===== src/rtl/door_controller.sv =====
// Elevator door FSM driven by 0.5 s ticks recovered from the 2 Hz divider output.
// Serves open/close requests with obstruction reopen and a sticky car-motion interlock fault.
module door_controller #(
  parameter int OPEN_TICKS = 6,
  parameter int MOVE_TICKS = 2
) (
  input  logic       clk_100MHz,
  input  logic       reset_n,
  input  logic       clk_2Hz,
  input  logic       open_req,
  input  logic       close_btn,
  input  logic       obstruct,
  input  logic       car_moving,
  output logic [1:0] door_state,
  output logic       door_closed,
  output logic       door_fully_open,
  output logic       motor_open,
  output logic       motor_close,
  output logic       door_fault
);

  localparam int MAX_TICKS = (OPEN_TICKS > MOVE_TICKS) ? OPEN_TICKS : MOVE_TICKS;
  localparam int CW        = $clog2(MAX_TICKS + 1);
  localparam logic [CW-1:0] OPEN_LAST = CW'(OPEN_TICKS - 1);
  localparam logic [CW-1:0] MOVE_LAST = CW'(MOVE_TICKS - 1);
  localparam logic [CW-1:0] CNT_ONE   = CW'(1);
  localparam logic [CW-1:0] CNT_ZERO  = CW'(0);

  typedef enum logic [1:0] {
    CLOSED  = 2'b00,
    OPENING = 2'b01,
    OPEN    = 2'b10,
    CLOSING = 2'b11
  } state_e;

  state_e        state_q, state_d;
  logic [CW-1:0] cnt_q, cnt_d;
  logic          s1_q, s1_d, s2_q, s2_d, s3_q, s3_d;
  logic          fault_q, fault_d;
  logic          closed_q, closed_d;
  logic          fully_open_q, fully_open_d;
  logic          mot_open_q, mot_open_d;
  logic          mot_close_q, mot_close_d;
  logic          tick_s;

  // Two-flop synchroniser plus edge-detect flop for the slow clock
  always_comb begin
    s1_d   = clk_2Hz;
    s2_d   = s1_q;
    s3_d   = s2_q;
    tick_s = s2_q & ~s3_q;
  end

  // Next-state, counter, fault and output decode
  always_comb begin
    state_d = state_q;
    cnt_d   = cnt_q;
    fault_d = fault_q | (car_moving & (state_q != CLOSED));
    case (state_q)
      CLOSED: begin
        if (open_req && !car_moving) begin
          state_d = OPENING;
          cnt_d   = CNT_ZERO;
        end else begin
          cnt_d   = cnt_q;
        end
      end
      OPENING: begin
        if (tick_s && (cnt_q == MOVE_LAST)) begin
          state_d = OPEN;
          cnt_d   = CNT_ZERO;
        end else if (tick_s) begin
          cnt_d   = cnt_q + CNT_ONE;
        end else begin
          cnt_d   = cnt_q;
        end
      end
      OPEN: begin
        // A hold-open request restarts dwell and overrides both the timer and close_btn
        if (open_req || obstruct) begin
          cnt_d   = CNT_ZERO;
        end else if (close_btn) begin
          state_d = CLOSING;
          cnt_d   = CNT_ZERO;
        end else if (tick_s && (cnt_q == OPEN_LAST)) begin
          state_d = CLOSING;
          cnt_d   = CNT_ZERO;
        end else if (tick_s) begin
          cnt_d   = cnt_q + CNT_ONE;
        end else begin
          cnt_d   = cnt_q;
        end
      end
      CLOSING: begin
        if (obstruct || open_req) begin
          state_d = OPENING;
          cnt_d   = CNT_ZERO;
        end else if (tick_s && (cnt_q == MOVE_LAST)) begin
          state_d = CLOSED;
          cnt_d   = CNT_ZERO;
        end else if (tick_s) begin
          cnt_d   = cnt_q + CNT_ONE;
        end else begin
          cnt_d   = cnt_q;
        end
      end
      default: begin
        state_d = CLOSED;
        cnt_d   = CNT_ZERO;
      end
    endcase
    closed_d     = (state_d == CLOSED);
    fully_open_d = (state_d == OPEN);
    mot_open_d   = (state_d == OPENING);
    mot_close_d  = (state_d == CLOSING);
  end

  // State, counter, synchroniser and registered output flops
  always_ff @(posedge clk_100MHz or negedge reset_n) begin
    if (!reset_n) begin
      state_q      <= CLOSED;
      cnt_q        <= CNT_ZERO;
      s1_q         <= 1'b0;
      s2_q         <= 1'b0;
      s3_q         <= 1'b0;
      fault_q      <= 1'b0;
      closed_q     <= 1'b1;
      fully_open_q <= 1'b0;
      mot_open_q   <= 1'b0;
      mot_close_q  <= 1'b0;
    end else begin
      state_q      <= state_d;
      cnt_q        <= cnt_d;
      s1_q         <= s1_d;
      s2_q         <= s2_d;
      s3_q         <= s3_d;
      fault_q      <= fault_d;
      closed_q     <= closed_d;
      fully_open_q <= fully_open_d;
      mot_open_q   <= mot_open_d;
      mot_close_q  <= mot_close_d;
    end
  end

  assign door_state      = state_q;
  assign door_closed     = closed_q;
  assign door_fully_open = fully_open_q;
  assign motor_open      = mot_open_q;
  assign motor_close     = mot_close_q;
  assign door_fault      = fault_q;

endmodule


===== config.mk =====
export PLATFORM = sky130hd
export DESIGN_NAME = door_controller
export DESIGN_NICKNAME = d
export VERILOG_FILES = /design/src/rtl/door_controller.sv
export SDC_FILE = /design/constraint.sdc
export NUM_CORES = 1
export LEC_CHECK = 0
export BUFFER_PORTS_ARGS = -buffer_cell sky130_fd_sc_hd__buf_2
export CAP_MARGIN = 10
export CELL_PAD_IN_SITES_DETAIL_PLACEMENT = 2
export CELL_PAD_IN_SITES_GLOBAL_PLACEMENT = 2
export CORE_ASPECT_RATIO = 0.8
export CORE_UTILIZATION = 34
export DETAILED_ROUTE_END_ITERATION = 8
export PLACE_DENSITY = 0.81
export REMOVE_ABC_BUFFERS = 1
export SETUP_SLACK_MARGIN = 0.4
export SLEW_MARGIN = 20
export SYNTH_ARGS = -nofsm -noshare
export SYNTH_HDL_FRONTEND = slang
export SYNTH_SLANG_ARGS = --single-unit

===== constraint.sdc =====
create_clock -name clk_100MHz -period 3.35 [get_ports clk_100MHz]
set_input_delay 1.005 -clock clk_100MHz [delete_from_list [all_inputs] [get_ports clk_100MHz]]
set_output_delay 1.005 -clock clk_100MHz [all_outputs]
set_load 0.02 [all_outputs]

After elaboration in Yosys (flattened, before gate mapping)
Cells that the tools add are included.
{"block": "op_classes", "n_addsub": 1, "n_eq_ne": 9, "n_mux": 16, "n_bitwise": 4, "reduce_logical": 8}
{"operator": "3-bit two-way mux", "count": 7}
{"operator": "2-bit two-way mux", "count": 7}
{"operator": "3-bit one-hot mux with 4 select lines", "count": 1}
{"operator": "2-bit == test, second input constant", "count": 4}
{"operator": "2-bit one-hot mux with 4 select lines", "count": 1}
{"operator": "2-bit by 1-bit == test with 1-bit output, second input constant", "count": 2}
{"operator": "2-bit logical NOT", "count": 2}
{"operator": "3-bit by 1-bit adder with 3-bit output, second input constant", "count": 1}
{"operator": "3-bit by 1-bit == test with 1-bit output, second input constant", "count": 1}
{"operator": "3-bit == test, second input constant", "count": 1}
{"operator": "1-bit logical AND", "count": 3}
{"operator": "1-bit AND", "count": 2}
{"operator": "2-bit != test, second input constant", "count": 1}
{"operator": "2-bit nonzero test", "count": 1}
{"operator": "1-bit logical NOT", "count": 1}
{"operator": "1-bit logical OR", "count": 1}
{"operator": "1-bit NOT", "count": 1}
{"operator": "1-bit OR", "count": 1}
{"block": "word_totals", "regBits": 13, "in_bits": 7, "output_inout_bits": 7, "wordCells": 48}

Depth between registers and ports, before layout
{"block": "depth", "depth_word": 8, "ltp_mapped": 6, "mapped_depth_nobuf": 6}

Worst setup path before layout
Ideal clock, no wire load.
{"block": "synth_timing", "path_kind": "input -> register", "start": "input port close_btn", "end": "register cnt_q[2]", "setup_ps": 82, "arrival_ps": 1711, "required_time_ps": 3268, "path_slack_ps": 1557, "path_stages": 4, "n_path_buf": 0, "path_cell_list": "or3b_1 > o22ai_2 > a41oi_1 > a31oi_1"}
{"block": "synth_via", "elab_chain_cells": 3}
{"element": "start: declaration", "line": "11", "source": "input logic close_btn,"}
{"element": "3-bit two-way mux", "line": "82", "source": "end else if (close_btn) begin"}
{"element": "3-bit two-way mux", "line": "80", "source": "if (open_req || obstruct) begin"}
{"element": "3-bit one-hot mux with 4 select lines", "line": "59", "source": "case (state_q)"}
{"element": "end signal: assignment", "line": "133", "source": "cnt_q <= cnt_d;"}
{"element": "end: declaration", "line": "37", "source": "logic [CW-1:0] cnt_q, cnt_d;"}
No other way between the ends.
A chain may end at the register's enable or synchronous reset.

Final worst setup path
{"block": "layout_timing", "start": "register state_q[1] (netlist: door_state[1])", "end": "output port door_state[1]"}
{"element": "start: declaration", "line": "36", "source": "state_e state_q, state_d;"}
{"element": "start signal: assignment", "line": "132", "source": "state_q <= state_d;"}
{"element": "end: declaration", "line": "14", "source": "output logic [1:0] door_state,"}
No word-level cell between the ends.

==> flow_metrics.env <==
export IMPL_status="finished, final reports clean"
export IMPL_synth_xor_area_frac=0.0135
export IMPL_p_leak_nw=0.347
export IMPL_antenna_found_initial=0
export IMPL_synthSimpleGateAreaFrac=0.212
export IMPL_die_h_um=41.1
export IMPL_ys_top_cells_by_area="dfrtp_1 46%, o21ai_1 4.6%, nand2_1 4.6%"
export IMPL_hold_viol=0
export IMPL_yosysSeqAreaShare=0.504
export IMPL_io_buffers=13
export IMPL_drive_gt1_frac=0.289
export IMPL_grt_pass1_vias=553
export IMPL_wl_mm=1.65
export IMPL_setup_tns_final_ns=0
export IMPL_core_mm2=0.00171
export IMPL_yosys_area_top_type="dfrtp_1"
export IMPL_end_kind="output port"
export IMPL_dieWidth_um=50.8
export IMPL_synth_top_area_frac=0.463
export IMPL_placedInstanceArea_um2=724
export IMPL_rows=13
export IMPL_grt_use_total=0.203
export IMPL_fin_skew_ns=0.000419
export IMPL_setup_viol=0
export IMPL_dr_pass1_iters=4
export IMPL_viasPerCell=5.37
export IMPL_routed_via_count=526
export IMPL_grt_max_degree=14
export IMPL_peakVddDrop_mv=0.296
export IMPL_io_pins=14
export IMPL_crit_arrival_ns=1.11
export IMPL_synth_cell_type_count=28
export IMPL_fill_cells=198
export IMPL_overflow=0
export IMPL_cts_resized=0
export IMPL_fin_crit_ns=2.12
export IMPL_grt_pass1_wl_mm=2.73
export IMPL_ys_seq_elements=13
export IMPL_start_util=0.379
export IMPL_crit_path_top_delay_cell="dfrtp_1"
export IMPL_rsz0062_at_grt="false"
export IMPL_cts_made_buffers=3
export IMPL_cpLargestDelayFamily="flip-flops"
export IMPL_synthCells=61
export IMPL_min_path_type="flop to flop"
export IMPL_postCtsSetupRepairBufs=0
export IMPL_diodes=0
export IMPL_cts_tree="yes"
export IMPL_ys_warn_count=0
export IMPL_worstMarginPinSlew_ns=0.409
export IMPL_htreeDepth=1
export IMPL_clk_pin_slew_ns=0.07
export IMPL_clk_latency_ns=0.27
export IMPL_max_freq_mhz=472
export IMPL_cts_sinks=13
export IMPL_syn_to_final_growth_pct=15.8
export IMPL_max_stage_delay_ns=0.59
export IMPL_dp_slack_ns=1.34
export IMPL_path_max_fanout=12
export IMPL_cap_violations=0
export IMPL_cts_root_buf="clkbuf_4"
export IMPL_slew_violations=0
export IMPL_cp_start_kind="flop"
export IMPL_fin_nets=86
export IMPL_cp_cell_sequence="buf_2"
export IMPL_relSlewSlack=0.727
export IMPL_postRouteAntennaNets=0
export IMPL_synth_top_family_by_area="simple AND/OR/NAND/NOR gates"
export IMPL_avgSynthCellArea_um2=10.6
export IMPL_crit_buf_inv=1
export IMPL_muxShareOfSynthArea=0.0174
export IMPL_crit_type="flop to output port"
export IMPL_hpwl_mm=1.24
export IMPL_syn_area_um2=648
export IMPL_fin_crit_sh=0.633
export IMPL_postLayoutCellArea_um2=751
export IMPL_drcViolationCount=0
export IMPL_cts_buffer_depth=2
export IMPL_synthAdderAreaFrac=0.0386
export IMPL_hold_buffers=0
export IMPL_die_area_mm2=0.00209
export IMPL_wl_per_cell_um=16.8
export IMPL_initialDrtViolationCount=8
export IMPL_synth_compound_area_frac=0.178
export IMPL_powerDensity_mw_per_mm2=674
export IMPL_cp_data_required_time_ns=2.34
export IMPL_gp_congestion=0.719
export IMPL_final_setup_worst_slack_ns=1.23
## layout make-up
| cell class | instances | area (um^2) | area share |
|---|---|---|---|
| Inverter | 2 | 7.51 | 0.0100 |
| Timing Repair Buffer | 13 | 65.1 | 0.0867 |
| Multi-Input combinational cell | 44 | 298 | 0.397 |
| Tap cell | 22 | 27.5 | 0.0367 |
| Sequential cell | 13 | 327 | 0.435 |
| Clock buffer | 4 | 26.3 | 0.0350 |
## synth_stat cells, drive strengths merged
cell     n
o21ai    8
o22ai    3
nand3    3
a31oi    1
or3      1
or3b     1
a22o     2
mux2     1
and2     1
buf      2
inv      2
and4b    1
nor3     1
xnor2    1
dfrtp   12
nor2     3
and4bb   1
a41oi    1
nand2b   3
dfstp    1
and2b    1
nand2    8
and3     1
ha       2
## flip-flops by register name, summed over array words and instances (netlist names)
signal and cells:
cnt_q 3, motor_open 1, motor_close 1, door_fully_open 1, door_closed 1, s3_q 1
door_state 2, door_fault 1, s1_q 1, s2_q 1
## path summary, 6_finish.rpt
path                                from            end  slack, ns  depth (start not counted)
max in group asynchronous        reset_n    door_closed       2.47                          1
min in group asynchronous        reset_n  door_state[0]       0.60                          1
setup / recovery           door_state[1]  door_state[1]       1.23                          1
hold / removal                      s1_q           s2_q       0.36                          0
setup reg to reg                cnt_q[0]       cnt_q[0]       1.70                          5
hold reg to reg                     s1_q           s2_q       0.36                          0
## cell families (layout without fill, tap and decap cells)
group | Yosys count | after routing
compound gates | 15 | 15
mux | 1 | 1
fa+ha+maj | 2 | 2
flops | 13 | 13
simple gates | 25 | 25
buf+inv | 4 | 19
xor+xnor | 1 | 1
## placed cells by master (no fill, tap or decap)
cell,synthesis,routed
and3_1,1,1
clkbuf_1,0,1
o22ai_2,2,2
dfstp_2,1,1
o21ai_1,6,6
ha_1,2,2
and2b_1,1,1
o21ai_0,1,1
inv_1,2,2
o21ai_4,1,1
nand3_1,3,3
nand2b_1,3,3
and4bb_2,1,1
o22ai_1,1,1
or3_1,1,1
clkbuf_4,0,3
mux2_2,1,1
a31oi_1,1,1
and2_1,1,1
a41oi_1,1,1
and4b_1,1,1
nand2_1,8,8
nor3_1,1,1
dfrtp_1,12,12
or3b_1,1,1
a22o_1,2,2
xnor2_1,1,1
nor2_1,3,3
buf_2,1,13
## stage by stage
stage	utilization	power, mW	cells	hold WS, ns
floorplan	-	0.348	59	0.331
global placement	0.424	0.402	94	0.344
detailed placement	0.424	0.412	94	0.338
global route	0.440	0.543	98	0.371
finish	0.440	0.506	98	0.363
CTS	0.440	0.518	98	0.366
## power breakdown
| group | total, mW | switching (mW) | internal, mW |
|---|---|---|---|
| sequential | 0.235 | 0.0416 | 0.193 |
| combinational | 0.177 | 0.101 | 0.0759 |
| clock | 0.0940 | 0.0478 | 0.0462 |
| total | 0.506 | 0.190 | 0.315 |
## per-layer routing
| metal | track usage | share of wire |
|---|---|---|
| met1 | 0.212 | 0.42 |
| met2 | 0.343 | 0.49 |
| met3 | 0.0963 | 0.071 |
| met4 | 0.132 | 0.019 |
| met5 | 0 | 0 |
Note: power is estimated with default switching activity, not from simulation.
